--- src/rtl/dualprio_pkg.sv ---
// Shared types and helpers for the dual-request scheduler and its 12-line
// dual-priority encoder.
package dualprio_pkg;

  localparam int N  = 12;
  localparam int IW = 4;

  typedef logic [N-1:0]  req_vec_t;
  typedef logic [IW-1:0] idx_t;

  typedef enum logic [1:0] {
    IDLE   = 2'd0,
    ISSUE1 = 2'd1,
    ISSUE2 = 2'd2
  } sched_state_t;

  function automatic req_vec_t onehot(input idx_t idx);
    onehot = req_vec_t'(1) << idx;
  endfunction

endpackage

--- src/rtl/dualpriority_encoder.sv ---
// Combinational 12-line encoder: highest set index and next-highest set index.
// Indices with nothing set read as 0; any_set tells an empty vector apart.
module dualpriority_encoder
  import dualprio_pkg::*;
(
  input  logic [N-1:0]  req,
  output logic [IW-1:0] first,
  output logic [IW-1:0] second,
  output logic          any_set
);

  logic found_first;
  logic found_second;

  always_comb begin
    first        = '0;
    second       = '0;
    found_first  = 1'b0;
    found_second = 1'b0;
    for (int i = N - 1; i >= 0; i--) begin
      if (req[i]) begin
        if (!found_first) begin
          first       = IW'(i);
          found_first = 1'b1;
        end else if (!found_second) begin
          second       = IW'(i);
          found_second = 1'b1;
        end
      end
    end
  end

  assign any_set = found_first;

endmodule

--- src/rtl/dual_request_scheduler.sv ---
// Sticky request collector that issues batches of up to two highest-priority
// grants over a valid/ready handshake, clearing each served line.
module dual_request_scheduler
  import dualprio_pkg::*;
#(
  parameter int CW = 16
) (
  input  logic          clk,
  input  logic          reset_n,
  input  logic [N-1:0]  req_in,
  input  logic          flush,
  output logic          gnt_valid,
  input  logic          gnt_ready,
  output logic [IW-1:0] gnt_id,
  output logic          gnt_last,
  output logic [N-1:0]  pend,
  output logic          busy,
  output logic [CW-1:0] served_cnt
);

  // Handshake: a grant transfers on any cycle where gnt_valid & gnt_ready;
  // once raised, gnt_valid/gnt_id/gnt_last hold until that transfer.
  sched_state_t  state_q, state_d;
  req_vec_t      pend_q, pend_d;
  idx_t          b_first_q, b_first_d;
  idx_t          b_second_q, b_second_d;
  logic          b_two_q, b_two_d;
  logic          gnt_valid_q, gnt_valid_d;
  idx_t          gnt_id_q, gnt_id_d;
  logic          gnt_last_q, gnt_last_d;
  logic [CW-1:0] served_cnt_q, served_cnt_d;

  idx_t     enc_first;
  idx_t     enc_second;
  logic     enc_any;
  logic     hs;
  req_vec_t clr_mask;

  dualpriority_encoder u_enc (
    .req     (pend_q),
    .first   (enc_first),
    .second  (enc_second),
    .any_set (enc_any)
  );

  assign hs       = gnt_valid_q & gnt_ready;
  assign clr_mask = hs ? onehot(gnt_id_q) : '0;

  always_comb begin
    state_d      = state_q;
    b_first_d    = b_first_q;
    b_second_d   = b_second_q;
    b_two_d      = b_two_q;
    gnt_valid_d  = gnt_valid_q;
    gnt_id_d     = gnt_id_q;
    gnt_last_d   = gnt_last_q;
    // A re-request in the handshake cycle survives the clear.
    pend_d       = (pend_q & ~clr_mask) | req_in;
    served_cnt_d = served_cnt_q + {{(CW-1){1'b0}}, hs};

    unique case (state_q)
      IDLE: begin
        if (enc_any) begin
          b_first_d   = enc_first;
          b_second_d  = enc_second;
          b_two_d     = |(pend_q & ~onehot(enc_first));
          state_d     = ISSUE1;
          gnt_valid_d = 1'b1;
          gnt_id_d    = enc_first;
          gnt_last_d  = ~(|(pend_q & ~onehot(enc_first)));
        end
      end
      ISSUE1: begin
        if (hs) begin
          if (b_two_q) begin
            state_d     = ISSUE2;
            gnt_valid_d = 1'b1;
            gnt_id_d    = b_second_q;
            gnt_last_d  = 1'b1;
          end else begin
            state_d     = IDLE;
            gnt_valid_d = 1'b0;
            gnt_last_d  = 1'b0;
          end
        end
      end
      ISSUE2: begin
        if (hs) begin
          state_d     = IDLE;
          gnt_valid_d = 1'b0;
          gnt_last_d  = 1'b0;
        end
      end
      default: begin
        state_d     = IDLE;
        gnt_valid_d = 1'b0;
        gnt_last_d  = 1'b0;
      end
    endcase

    // Flush drops the batch and pending set; a coincident handshake is void.
    if (flush) begin
      state_d      = IDLE;
      pend_d       = '0;
      gnt_valid_d  = 1'b0;
      gnt_last_d   = 1'b0;
      served_cnt_d = served_cnt_q;
    end
  end

  always_ff @(posedge clk or negedge reset_n) begin
    if (!reset_n) begin
      state_q      <= IDLE;
      pend_q       <= '0;
      b_first_q    <= '0;
      b_second_q   <= '0;
      b_two_q      <= 1'b0;
      gnt_valid_q  <= 1'b0;
      gnt_id_q     <= '0;
      gnt_last_q   <= 1'b0;
      served_cnt_q <= '0;
    end else begin
      state_q      <= state_d;
      pend_q       <= pend_d;
      b_first_q    <= b_first_d;
      b_second_q   <= b_second_d;
      b_two_q      <= b_two_d;
      gnt_valid_q  <= gnt_valid_d;
      gnt_id_q     <= gnt_id_d;
      gnt_last_q   <= gnt_last_d;
      served_cnt_q <= served_cnt_d;
    end
  end

  assign gnt_valid  = gnt_valid_q;
  assign gnt_id     = gnt_id_q;
  assign gnt_last   = gnt_last_q;
  assign pend       = pend_q;
  assign busy       = (state_q != IDLE);
  assign served_cnt = served_cnt_q;

endmodule

--- config.mk ---
export PLATFORM = sky130hd
export DESIGN_NAME = dual_request_scheduler
export DESIGN_NICKNAME = d
export VERILOG_FILES = /design/src/rtl/dualprio_pkg.sv /design/src/rtl/dualpriority_encoder.sv /design/src/rtl/dual_request_scheduler.sv
export SDC_FILE = /design/constraint.sdc
export NUM_CORES = 1
export LEC_CHECK = 0
export ABC_AREA = 0
export BUFFER_PORTS_ARGS = -buffer_cell sky130_fd_sc_hd__buf_2
export CAP_MARGIN = 40
export CORE_UTILIZATION = 60
export CTS_CLUSTER_SIZE = 24
export DETAILED_ROUTE_END_ITERATION = 10
export PLACE_DENSITY = 0.84
export SLEW_MARGIN = 20
export SYNTH_ARGS = -nofsm -noshare
export SYNTH_HDL_FRONTEND = slang
export SYNTH_SLANG_ARGS = --single-unit
export TNS_END_PERCENT = 100
--- constraint.sdc ---
create_clock -name clk -period 6.3 [get_ports clk]
set_input_delay 1.26 -clock clk [delete_from_list [all_inputs] [get_ports clk]]
set_output_delay 1.26 -clock clk [all_outputs]
set_load 0.05 [all_outputs]
== Word-level counts from Yosys, hierarchy flattened ==
Index checks and enable logic that the tools add are counted.

* Register bits after elaboration: 41
* Input port bits: 16
* Output and inout bits: 35
* Word-level logic and storage cells: 141

* Add/sub/neg operators: 1
* Equality and inequality tests: 8
* Shift operators: 2
* Mux-type cells: 108
* Bitwise logic cells: 7
* Reductions and logical operators: 7

{| class="wikitable"
|+ Operator list
! cell !! count
|-
| $mux 4 || 58
|-
| $mux 1 || 39
|-
| $and 12x12->12 || 2
|-
| $mux 12 || 2
|-
| $not 12->12 || 2
|-
| $shl 1x4->12 const A || 2
|-
| $add 16x1->16 || 1
|-
| $or 12x12->12 || 1
|-
| $reduce_or 12->1 || 1
|-
| $mux 2 || 5
|-
| $ne 3x3->1 const B || 3
|-
| $pmux 4 s2 || 1
|-
| $ne 2x2->1 const B || 3
|-
| $pmux 1 s3 || 2
|-
| $pmux 2 s3 || 1
|-
| $reduce_and 4->1 || 1
|-
| $reduce_bool 2->1 || 2
|-
| $reduce_and 3->1 || 1
|-
| $eq 2x1->1 const B || 1
|-
| $eq 2x2->1 const B || 1
|-
| $logic_not 2->1 || 1
|-
| $reduce_and 2->1 || 1
|-
| $and 1x1->1 || 1
|-
| $not 1->1 || 1
|}

== Longest topological paths before layout ==
Gate-level depths: netlist of the first run.

* Depth after elaboration: 33
* Depth in mapped cells: 11
* Gate-level depth less buffers: 10

== Modules after synthesis ==
Synthesis of the first run repeated with hierarchy kept, for this count alone.

* Cells, all modules: 348
* Area total of the unflattened synthesis: 2894.0 um2

{| class="wikitable"
|+ By module, submodules not included
! module !! instances !! cells an instance !! area each (um2) !! seq. area each (um2)
|-
| dual_request_scheduler || 1 || 201 || 1999.4 || 1026.0
|-
| dualpriority_encoder || 1 || 147 || 894.6 || 0.0
|}

== Worst setup path after synthesis of the first run ==
OpenSTA, ideal clock, no wires.

* Path kind: reg2reg
* Start: register pend_q[11] (netlist: pend[11])
* End: register gnt_last_q (netlist: gnt_last)
* Library setup time: 0.135 ns
* Arrival: 2.806 ns
* Required time: 6.165 ns
* Slack: 3.359 ns
* Cell stages (with the launch flop): 11
* Buffers on the path: 0
* Period minus slack after synthesis: 2.941 ns
* Path through: dfrtp_1 > inv_1 > ha_1 > or4b_4 > nor3_4 > o32a_2 > o211ai_1 > nand2_1 > or4b_1 > o311ai_2 > a211oi_2

* Word-level cells in the longest chain between the ends: 31
* Elaborated cells on any way between the ends: 45
* Those cells by class: eq/ne: 1; shift: 1; mux: 38; bitwise: 3; reduce/logical: 2

{| class="wikitable"
|+ Ends and longest elaborated chain
! item !! line !! RTL
|-
| from (decl) || dual_request_scheduler.sv:24 || <nowiki>req_vec_t pend_q, pend_d;</nowiki>
|-
| from (signal assigned) || dual_request_scheduler.sv:124 || <nowiki>pend_q <= pend_d;</nowiki>
|-
| $mux 4 or $mux 1 (tied branches) || dualpriority_encoder.sv:21 || <nowiki>if (req[i]) begin</nowiki>
|-
| $mux 4 || dualpriority_encoder.sv:22 || <nowiki>if (!found_first) begin</nowiki>
|-
| $mux 4 || dualpriority_encoder.sv:21 ||
|-
| $mux 4 || dualpriority_encoder.sv:22 ||
|-
| $mux 4 || dualpriority_encoder.sv:21 ||
|-
| $mux 4 || dualpriority_encoder.sv:22 ||
|-
| $mux 4 || dualpriority_encoder.sv:21 ||
|-
| $mux 4 || dualpriority_encoder.sv:22 ||
|-
| [... 15 more ...] || - ||
|-
| $shl 1x4->12 || dualprio_pkg.sv:18 || <nowiki>onehot = req_vec_t'(1) << idx;</nowiki>
|-
| $not 12->12 || dual_request_scheduler.sv:70 || <nowiki>gnt_last_d = ~(|(pend_q & ~onehot(enc_first)));</nowiki>
|-
| $and 12x12->12 || dual_request_scheduler.sv:70 ||
|-
| $reduce_or 12->1 || dual_request_scheduler.sv:70 ||
|-
| $not 1->1 || dual_request_scheduler.sv:70 ||
|-
| $mux 1 || dual_request_scheduler.sv:63 || <nowiki>if (enc_any) begin</nowiki>
|-
| $pmux 1 s3 || dual_request_scheduler.sv:61 || <nowiki>unique case (state_q)</nowiki>
|-
| $mux 1 || dual_request_scheduler.sv:102 || <nowiki>if (flush) begin</nowiki>
|-
| to (signal assigned) || dual_request_scheduler.sv:130 || <nowiki>gnt_last_q <= gnt_last_d;</nowiki>
|-
| to (decl) || dual_request_scheduler.sv:30 || <nowiki>logic gnt_last_q, gnt_last_d;</nowiki>
|}

Several ways; a longest one is shown, not always the timed one. The select of a mux whose other input is x is not followed.
A chain may end at the register's enable or synchronous reset.

== Worst setup path in the final report of the first run ==
Same ends and word-level chain as after synthesis.

==> results_dict.tcl, run 1 <==
set metrics [dict create \
    grt_max_degree 28 \
    timing.clock.skew_ns 0.00925 \
    max_stage_delay_ns 0.48 \
    tightest_slew_ns 0.662 \
    drc 0 \
    drtIter0Drc 149 \
    setup_viol 0 \
    start_util_pct 62.5 \
    powerDensity_nw_per_um2 271 \
    core.rowCount 24 \
    worst_path_max_delay_cell "ha_1" \
    syn2layout_area_growth_pct 11.0 \
    critPathRequiredTime_ns 6.51 \
    io_pins 51 \
    tns_ns 0 \
    pwr-share-seq_pct 43.3 \
    p_comb_share_pct 35.9 \
    min_path_type "reg2reg" \
    seq_area_frac_synth_pct 37.7 \
    grt_pass1_vias 2419 \
    die_h_um 69.4 \
    syn_avg_cell_area_um2 8.87 \
    p_leak_uw 0.00136 \
    ant_nets 0 \
    irDropWorstVdd_mv 0.234 \
    stdcell_count 402 \
    track_usage_pct 29.1 \
    clk_latency_ns 0.29 \
    syn_inst 307 \
    critical_path.top_delay_family "simple AND/OR/NAND/NOR gates" \
    rsz0062_at_grt "no" \
    synth_seq_cells 41 \
    power.switching_uw 344 \
    end_kind "flip-flop" \
    first_pass_iters 4 \
    min_period_ns 3.20 \
    drive_above_1_share_pct 22.0 \
    fin_crit_sh_pct 50.8 \
    post_drt_wl_per_cell_um 16.4 \
    hold_violations 0 \
    synth_top_area_cell "dfrtp_1" \
    synth.top_cells.by_area "dfrtp_1 38%, a21oi_1 6.1%, nor2_1 5.2%, nand2_1 4.5%, xnor2_1 4.5%" \
    antenna_found_initial 0 \
    cp_max_fo 16 \
    root_buffer "clkbuf_8" \
    cts_tree "yes" \
    path_clk_slew_ns 0.08 \
    cts_buffer_depth 2 \
    vias 2483 \
    pwr-share-clk_pct 20.9 \
    netlist.area_leader.share_pct 37.7 \
    core-area_um2 4350 \
    post-cts-setup-buffer-count 0 \
    die_width_um 69.4 \
    synthArstFlopShare_pct 100 \
    placed_cells 395 \
    yosysWarnings 0 \
    dp_hpwl_um 4980 \
    fillers 357 \
    place_congestion 0.974 \
    ctsHoldBuffers 0 \
    slew_viol_final 0 \
    status "finished, final reports clean" \
    ys_types 67 \
    gr-total-overflow 0 \
    p_sw_share_pct 42.0 \
    cts_buffers 5 \
    crit_chain "inv_1, ha_1, nor4b_4, nand3_1, nor4_1, xnor2_1, o211ai_1, nor3_2, o311ai_2, a211oi_2" \
    setup.worst_path.start_class "flip-flop" \
    criticalPathCategory "reg2reg" \
    netlist_area_um2 2720 \
    cap_violations 0 \
    hold_ws_ns 0.468 \
    viasPerCell 6.18 \
    cts_num_sinks 41 \
    antenna_cells 0 \
    cts_resized 0 \
    portBuffers 50 \
    synth_edf_count 0 \
    dieArea_um2 4810 \
    fmax_ghz 0.313 \
    ys.flop_type "dfrtp_1" \
    intPower_uw 475 \
    drt-total-wl_um 6600 \
    fin_nets 373 \
    syn-num-nets 330 \
    worstPathArrival_ns 3.41 \
    crit_buf_inv 1 \
    grt_pass1_wl_um 11200 \
    maxSlewHeadroom_pct 55.8 \
    htree_levels 2 \
]
==> cell usage after synthesis, types with 4 or more instances <==
master and instances:
a31oi_1 5, nor2b_1 4, xnor2_1 14, o211ai_1 4
inv_1 9, o21ai_0 12, buf_6 4, nand2_1 33
nand2b_1 8, o31ai_1 5, nand4_1 7, dfrtp_1 41
nand3_1 9, ha_1 7, a21oi_1 33, clkbuf_1 6
nor3_1 6, nor2_1 38
==> state kept, by name (all words and copies together), names as in the netlist <==
signal,count
gnt_last,1
gnt_id,4
state_q,2
pend,12
gnt_valid,1
b_second_q,4
b_two_q,1
served_cnt,16
==> kinds of logic (layout without fill, tap and decap cells) <==
| family | count (synthesis) | in the layout | synth area share, % |
|---|---|---|---|
| xor+xnor | 16 | 16 | 5.15 |
| flops | 41 | 41 | 37.7 |
| mux | 3 | 3 | 1.19 |
| fa+ha+maj | 9 | 9 | 3.95 |
| buf+inv | 25 | 68 | 5.97 |
| simple gates | 126 | 126 | 24.4 |
| compound gates | 87 | 87 | 21.7 |
==> through the flow <==
| stage | worst slack (ns) | area [um^2] | util [%] | total power (uW) |
|---|---|---|---|---|
| floorplan | 3.36 | 2720 | - | 577 |
| global placement | 3.27 | 2920 | 67.0 | 642 |
| detailed placement | 3.14 | 2940 | 67.4 | 650 |
| CTS | 3.12 | 3020 | 69.4 | 820 |
| global route | 2.76 | 3020 | 69.4 | 861 |
| finish | 3.10 | 3020 | 69.4 | 819 |
==> metal layers <==
metal	part of all wire [%]	global-route usage [%]	vias up	wire length, um
met5	0	0	-	0
met4	2.7	12.5	0	177
met3	6.4	5.81	18	424
met2	49	46.7	98	3210
met1	42	38.3	1174	2780
li1	-	-	1193	-
==> cell type report <==
| class | instances | area [um^2] | area share, % |
|---|---|---|---|
| Sequential cell | 41 | 1030 | 33.9 |
| Tap cell | 52 | 65.1 | 2.15 |
| Timing Repair Buffer | 52 | 278 | 9.19 |
| Inverter | 9 | 33.8 | 1.12 |
| Multi-Input combinational cell | 241 | 1530 | 50.7 |
| Clock buffer | 7 | 86.3 | 2.86 |
==> worst paths after layout <==
kind | startpoint | endpoint | slack [ns] | cells past startpoint
max | pend[11]$_DFF_PN0_ | gnt_last$_DFFE_PN0P_ | 3.10 | 10
min | served_cnt[15]$_DFFE_PN0N_ | served_cnt[15]$_DFFE_PN0N_ | 0.47 | 1
max reg2reg | pend[11]$_DFF_PN0_ | gnt_last$_DFFE_PN0P_ | 3.10 | 10
min reg2reg | served_cnt[15]$_DFFE_PN0N_ | served_cnt[15]$_DFFE_PN0N_ | 0.47 | 1
max in group asynchronous | reset_n | pend[0]$_DFF_PN0_ | 4.97 | 2
min in group asynchronous | reset_n | state_q[0]$_DFFE_PN0P_ | 0.87 | 1
==> power groups by stage <==
stage / clock [uW] / sequential, uW / combinational [uW]
2_1_floorplan: 0 / 427 / 150
3_3_place_gp: 0 / 355 / 287
3_5_place_dp: 0 / 358 / 293
4_1_cts: 174 / 353 / 294
5_1_grt: 184 / 360 / 317
6_report: 171 / 354 / 294
==> worst reg2reg max path: cells and delay by family, from the launching register on <==
kind / cells / cell delay (ns)
compound gates: 3 / 0.53
fa+ha+maj: 1 / 0.48
simple gates: 4 / 1.31
flops: 1 / 0.47
buf+inv: 1 / 0.16
xor+xnor: 1 / 0.17
==> cells in the final DEF (no fill, tap or decap), types with 3 or more instances in the layout <==
cell | synthesis | routed
buf_2 | 1 | 50
dfrtp_1 | 41 | 41
nor2_1 | 38 | 38
nand2_1 | 33 | 33
a21oi_1 | 33 | 33
xnor2_1 | 14 | 14
o21ai_0 | 12 | 12
inv_1 | 9 | 9
nand3_1 | 9 | 9
nand2b_1 | 8 | 8
nand4_1 | 7 | 7
ha_1 | 7 | 7
nor3_1 | 6 | 6
clkbuf_8 | 3 | 6
a31oi_1 | 5 | 5
o31ai_1 | 5 | 5
nor2b_1 | 4 | 4
o211ai_1 | 4 | 4
o2111ai_1 | 3 | 3
Power figures use the tool's default switching activity.
==> run 2: changes to the inputs <==
--- a/config.mk
+++ b/config.mk
@@ -8,10 +8,10 @@
 export ABC_AREA = 0
 export BUFFER_PORTS_ARGS = -buffer_cell sky130_fd_sc_hd__buf_2
 export CAP_MARGIN = 40
-export CORE_UTILIZATION = 60
+export CORE_UTILIZATION = 50
 export CTS_CLUSTER_SIZE = 24
 export DETAILED_ROUTE_END_ITERATION = 10
-export PLACE_DENSITY = 0.84
+export PLACE_DENSITY = 0.75
 export SLEW_MARGIN = 20
 export SYNTH_ARGS = -nofsm -noshare
 export SYNTH_HDL_FRONTEND = slang
==> constraint.sdc (replaced) <==
create_clock -name clk -period 2.65 [get_ports clk]
set_input_delay 0.53 -clock clk [delete_from_list [all_inputs] [get_ports clk]]
set_output_delay 0.53 -clock clk [all_outputs]
set_load 0.05 [all_outputs]
==> results_dict.tcl, run 2 (synthesis results as in run 1) <==
set metrics [dict create \
    tns_ns 0 \
    htree_levels 2 \
    status "finished, final reports clean" \
    drive_above_1_share_pct 32.3 \
    core.rowCount 26 \
    cts_tree "yes" \
    clk_latency_ns 0.29 \
    fin_crit_sh_pct 98.9 \
    hold_ws_ns 0.258 \
    antenna_found_initial 0 \
    core-area_um2 5170 \
    worstPathArrival_ns 2.78 \
    fin_nets 394 \
    track_usage_pct 26.6 \
    reg2reg_from "pend[10]$_DFF_PN0_" \
    grt_pass1_vias 2363 \
    tightest_slew_ns 0.652 \
    cp_max_fo 5 \
    viasPerCell 5.97 \
    hold_violations 0 \
    drtIter0Drc 335 \
    first_pass_iters 5 \
    slew_viol_final 0 \
    largest_reg_flops 16 \
    ant_nets 0 \
    syn2layout_area_growth_pct 23.5 \
    min_path_type "in2async" \
    io_pins 51 \
    die_h_um 75.8 \
    cts_buffer_depth 2 \
    drt-total-wl_um 7550 \
    root_buffer "clkbuf_8" \
    portBuffers 50 \
    stdcell_count 442 \
    cts_buffers 5 \
    min_period_ns 2.62 \
    ctsHoldBuffers 0 \
    cap_violations 0 \
    finalInstanceArea_um2 3360 \
    powerDensity_nw_per_um2 622 \
    final_cell_mix "50 x buf_2, 39 x dfrtp_1, 37 x nor2_1, 33 x nand2_1, 31 x a21oi_1" \
    p_leak_uw 0.00149 \
    post_drt_wl_per_cell_um 17.1 \
    setup_viol 0 \
    crit_chain "buf_4, ha_2, a31o_1, o32a_4, o211ai_1, nand2_1, or4b_4, o311ai_4, a211oi_2" \
    dpl_cell_area_um2 3080 \
    irDropWorstVdd_mv 0.661 \
    grt_pass1_wl_um 11300 \
    vias 2637 \
    fillers 434 \
    worst_path_max_delay_cell "or4b_4" \
    start_util_pct 52.6 \
    end_kind "flip-flop" \
    rr_worst_depth 9 \
    die_width_um 75.8 \
    setup.worst_path.start "pend[10]$_DFF_PN0_" \
    place_congestion 0.864 \
    criticalPathCategory "reg2reg" \
    timing.clock.skew_ns 0.00635 \
    maxSlewHeadroom_pct 56.6 \
    gr-total-overflow 0 \
    critPathRequiredTime_ns 2.81 \
    antenna_cells 0 \
    dieArea_um2 5740 \
    path_clk_slew_ns 0.08 \
    drc 0 \
    placed_cells 429 \
    setup.worst_path.start_class "flip-flop" \
    cts_num_sinks 41 \
    fmax_ghz 0.382 \
    layout_commonest_cell "buf_2" \
    grt_max_degree 30 \
    max_stage_delay_ns 0.58 \
    dp_hpwl_um 5400 \
]
==> run 2: changes by cell type in the layout (fill, tap and decap cells not counted), sizes merged <==
cell / previous run / this run
buf: 52 / 73
clkinv: 0 / 1
==> run 2: worst max-delay path, delay by kind of cell (launching register included) <==
| kind | cells | cell delay (ns) |
|---|---|---|
| AO/OA/AOI/OAI | 5 | 1.01 |
| adder cells (fa/ha/maj) | 1 | 0.19 |
| AND/OR/NAND/NOR | 2 | 0.72 |
| flip-flops | 1 | 0.41 |
| buffers and inverters | 1 | 0.16 |
==> run 2: where the power goes <==
group	switching (uW)	internal, uW	leakage (uW)	total, uW
registers	122	706	0.000521	828
clock network	216	236	0.0000542	451
logic	544	268	0.000910	812
==> run 2: worst paths after layout <==
| path | to | slack, ns |
|---|---|---|
| worst max-delay path | gnt_last$_DFFE_PN0P_ | 0.03 |
| worst min-delay path | state_q[0]$_DFFE_PN0P_ | 0.26 |
| worst max register to register | gnt_last$_DFFE_PN0P_ | 0.03 |
| worst min register to register | b_second_q[0]$_DFFE_PN0P_ | 0.48 |
| max in group asynchronous | served_cnt[14]$_DFFE_PN0N_ | 1.75 |
| min in group clk | pend[3]$_DFF_PN0_ | 0.45 |
==> run 2: layout make-up <==
cell class                      instances  area, um^2  area share [%]
Multi-Input combinational cell        241        1690            50.1
Inverter                                9        36.3            1.08
Timing Repair Buffer                   73         423            12.6
Tap cell                               70        87.6            2.60
Clock buffer                            7        96.3            2.86
Clock inverter                          1        5.00           0.149
Sequential cell                        41        1030            30.6
==> run 2: per-layer routing <==
metal  global-route usage [%]  vias up  part of all wire [%]
met4                     10.1        0                   2.5
met3                     4.63       28                   6.1
met2                     43.3      118                    49
li1                         -     1239                     -
met1                     35.5     1252                    42
met5                        0        -                     0
==> run 2: what timing repair did <==
action / in CTS / in global routing
pin swaps: 1 / 18
buffers inserted: 2 / 3
setup endpoints to repair: 1 / 5
gates cloned: 0 / 0
resized for setup: 1 / 24
==> run 2: metrics by stage <==
step / setup slack, ns / total power [uW] / util (%)
after detailed placement: 0.0159 / 1580 / 59.6
final: 0.0301 / 2090 / 65.0
after global placement: 0.0695 / 1570 / 59.6
after global routing: -0.0448 / 2190 / 65.0
after CTS: 0.00256 / 2030 / 61.9
after floorplan: -0.00515 / 1380 / -
==> run 3: changes to the inputs <==
--- a/config.mk
+++ b/config.mk
@@ -12,6 +12,7 @@
 export CTS_CLUSTER_SIZE = 24
 export DETAILED_ROUTE_END_ITERATION = 10
 export PLACE_DENSITY = 0.75
+export SKIP_LAST_GASP = 1
 export SLEW_MARGIN = 20
 export SYNTH_ARGS = -nofsm -noshare
 export SYNTH_HDL_FRONTEND = slang
==> constraint.sdc (replaced) <==
create_clock -name clk -period 2.2 [get_ports clk]
set_input_delay 0.44 -clock clk [delete_from_list [all_inputs] [get_ports clk]]
set_output_delay 0.44 -clock clk [all_outputs]
set_load 0.05 [all_outputs]
==> results_dict.tcl, run 3 (synthesis results as in run 1) <==
set metrics [dict create \
    place_congestion 0.967 \
    setup.worst_path.start_class "flip-flop" \
    tightest_slew_ns 0.488 \
    gr-total-overflow 0 \
    cts_buffers 5 \
    dieArea_um2 5740 \
    min_period_ns 2.65 \
    cts_num_sinks 41 \
    fillers 380 \
    critPathRequiredTime_ns 2.38 \
    core.rowCount 26 \
    largest_reg_flops 16 \
    critical_path.top_delay_family "compound AO/OA/AOI/OAI gates" \
    maxSlewHeadroom_pct 67.4 \
    min_path_type "in2async" \
    grt_pass1_vias 2593 \
    drc 0 \
    post_drt_wl_per_cell_um 16.7 \
    finalInstanceArea_um2 3830 \
    grt_max_degree 25 \
    die_h_um 75.8 \
    core-area_um2 5170 \
    slew_viol_final 0 \
    vias 2794 \
    cap_violations 0 \
    die_width_um 75.8 \
    drive_above_1_share_pct 42.3 \
    layout_commonest_cell "buf_4" \
    timing.clock.skew_ns 0.00317 \
    timing.final.ws_setup_ns -0.454 \
    crit_buf_inv 1 \
    portBuffers 50 \
    dpl_cell_area_um2 3360 \
    multi_input_area_um2 1760 \
    p_leak_uw 0.00173 \
    stdcell_count 484 \
    fin_crit_sh_pct 121 \
    max_stage_delay_ns 0.53 \
    track_usage_pct 29.6 \
    start_util_pct 52.6 \
    cp_max_fo 3 \
    criticalPathCategory "reg2reg" \
    end_kind "flip-flop" \
    fin_util_pct 74.1 \
    viasPerCell 5.77 \
    cts_tree "yes" \
    irDropWorstVdd_mv 0.974 \
    antenna_cells 0 \
    root_buffer "clkbuf_8" \
    rsz0062_at_grt "yes" \
    grt_pass1_wl_um 12500 \
    final_cell_mix "55 x buf_4, 50 x buf_2, 37 x dfrtp_1, 36 x nor2_1, 32 x nand2_1" \
    path_clk_slew_ns 0.08 \
    syn2layout_area_growth_pct 40.8 \
    ant_nets 0 \
    dp_hpwl_um 5870 \
    ctsHoldBuffers 0 \
    crit_chain "buf_4, ha_2, a31o_1, o32a_2, o211ai_1, nand2_1, or4b_4, o311ai_2, a211oi_2" \
    worst_path_max_delay_cell "or4b_4" \
    status "finished, violations left" \
    antenna_found_initial 0 \
    cts_buffer_depth 2 \
    ff_latch_area_um2 1030 \
    fin_nets 436 \
    fmax_ghz 0.377 \
    drtIter0Drc 182 \
    drt-total-wl_um 8090 \
    io_pins 51 \
    setup_viol 6 \
    violations "setup timing" \
    clk_latency_ns 0.31 \
    first_pass_iters 4 \
    hold_violations 0 \
    htree_levels 2 \
    placed_cells 464 \
    powerDensity_nw_per_um2 745 \
    worstPathArrival_ns 2.84 \
]
[run 3: repair_timing]
| item | in CTS | in global routing |
|---|---|---|
| endpoints found under the hold margin | 0 | 0 |
| gates resized for setup | 20 | 34 |
| setup buffers | 9 | 5 |
| setup endpoints to repair | 6 | 10 |
| pin swaps | 15 | 14 |
[run 3: path summary, 6_finish.rpt]
check	start	endpoint	slack, ns	depth (start not counted)
worst min-delay path	reset_n	gnt_id[1]$_DFFE_PN0P_	0.07	1
max in group asynchronous	reset_n	served_cnt[13]$_DFFE_PN0N_	1.66	2
worst max register to register	pend[10]$_DFF_PN0_	gnt_last$_DFFE_PN0P_	-0.45	9
min in group clk	req_in[1]	pend[1]$_DFF_PN0_	0.35	3
worst max-delay path	pend[10]$_DFF_PN0_	gnt_last$_DFFE_PN0P_	-0.45	9
worst min register to register	served_cnt[15]$_DFFE_PN0N_	served_cnt[15]$_DFFE_PN0N_	0.47	1
[run 3: layout make-up]
cell class | instances | share of cell area, %
Clock buffer | 5 | 1.80
Clock inverter | 3 | 1.70
Sequential cell | 41 | 26.9
Timing Repair Buffer | 115 | 20.5
Inverter | 9 | 0.947
Multi-Input combinational cell | 241 | 45.9
Tap cell | 70 | 2.29
[run 3: power by group]
group / switching, uW / total [uW] / leakage (uW) / internal, uW
clock network: 278 / 729 / 0.0000681 / 451
registers: 131 / 983 / 0.000519 / 852
logic: 717 / 1140 / 0.00114 / 428
[run 3: worst reg2reg max path, delay by kind of cell (launching register included)]
family / cells / cell delay (ns)
AO/OA/AOI/OAI: 5 / 1.09
flip-flops: 1 / 0.43
AND/OR/NAND/NOR: 2 / 0.67
adder cells (fa/ha/maj): 1 / 0.20
buffers and inverters: 1 / 0.14
[run 3: metal layers]
metal	routed length [um]	share of wire, %	GRT usage [%]	vias up
li1	-	-	-	1328
met1	3300	41	37.6	1338
met2	4130	51	49.5	107
met3	477	5.9	6.22	21
met4	182	2.2	11.7	0
met5	0	0	0	-
[run 3: stage by stage]
step / total power (uW) / setup slack (ns) / setup TNS (ns) / hold WS (ns)
finish: 2860 / -0.454 / -1.68 / 0.0704
floorplan: 1660 / -0.423 / -1.82 / 0.144
CTS: 2780 / -0.442 / -1.80 / 0.0857
global route: 2990 / -0.508 / -2.24 / 0.105
detailed placement: 1980 / -0.440 / -1.72 / 0.415
global placement: 1960 / -0.346 / -1.43 / 0.411
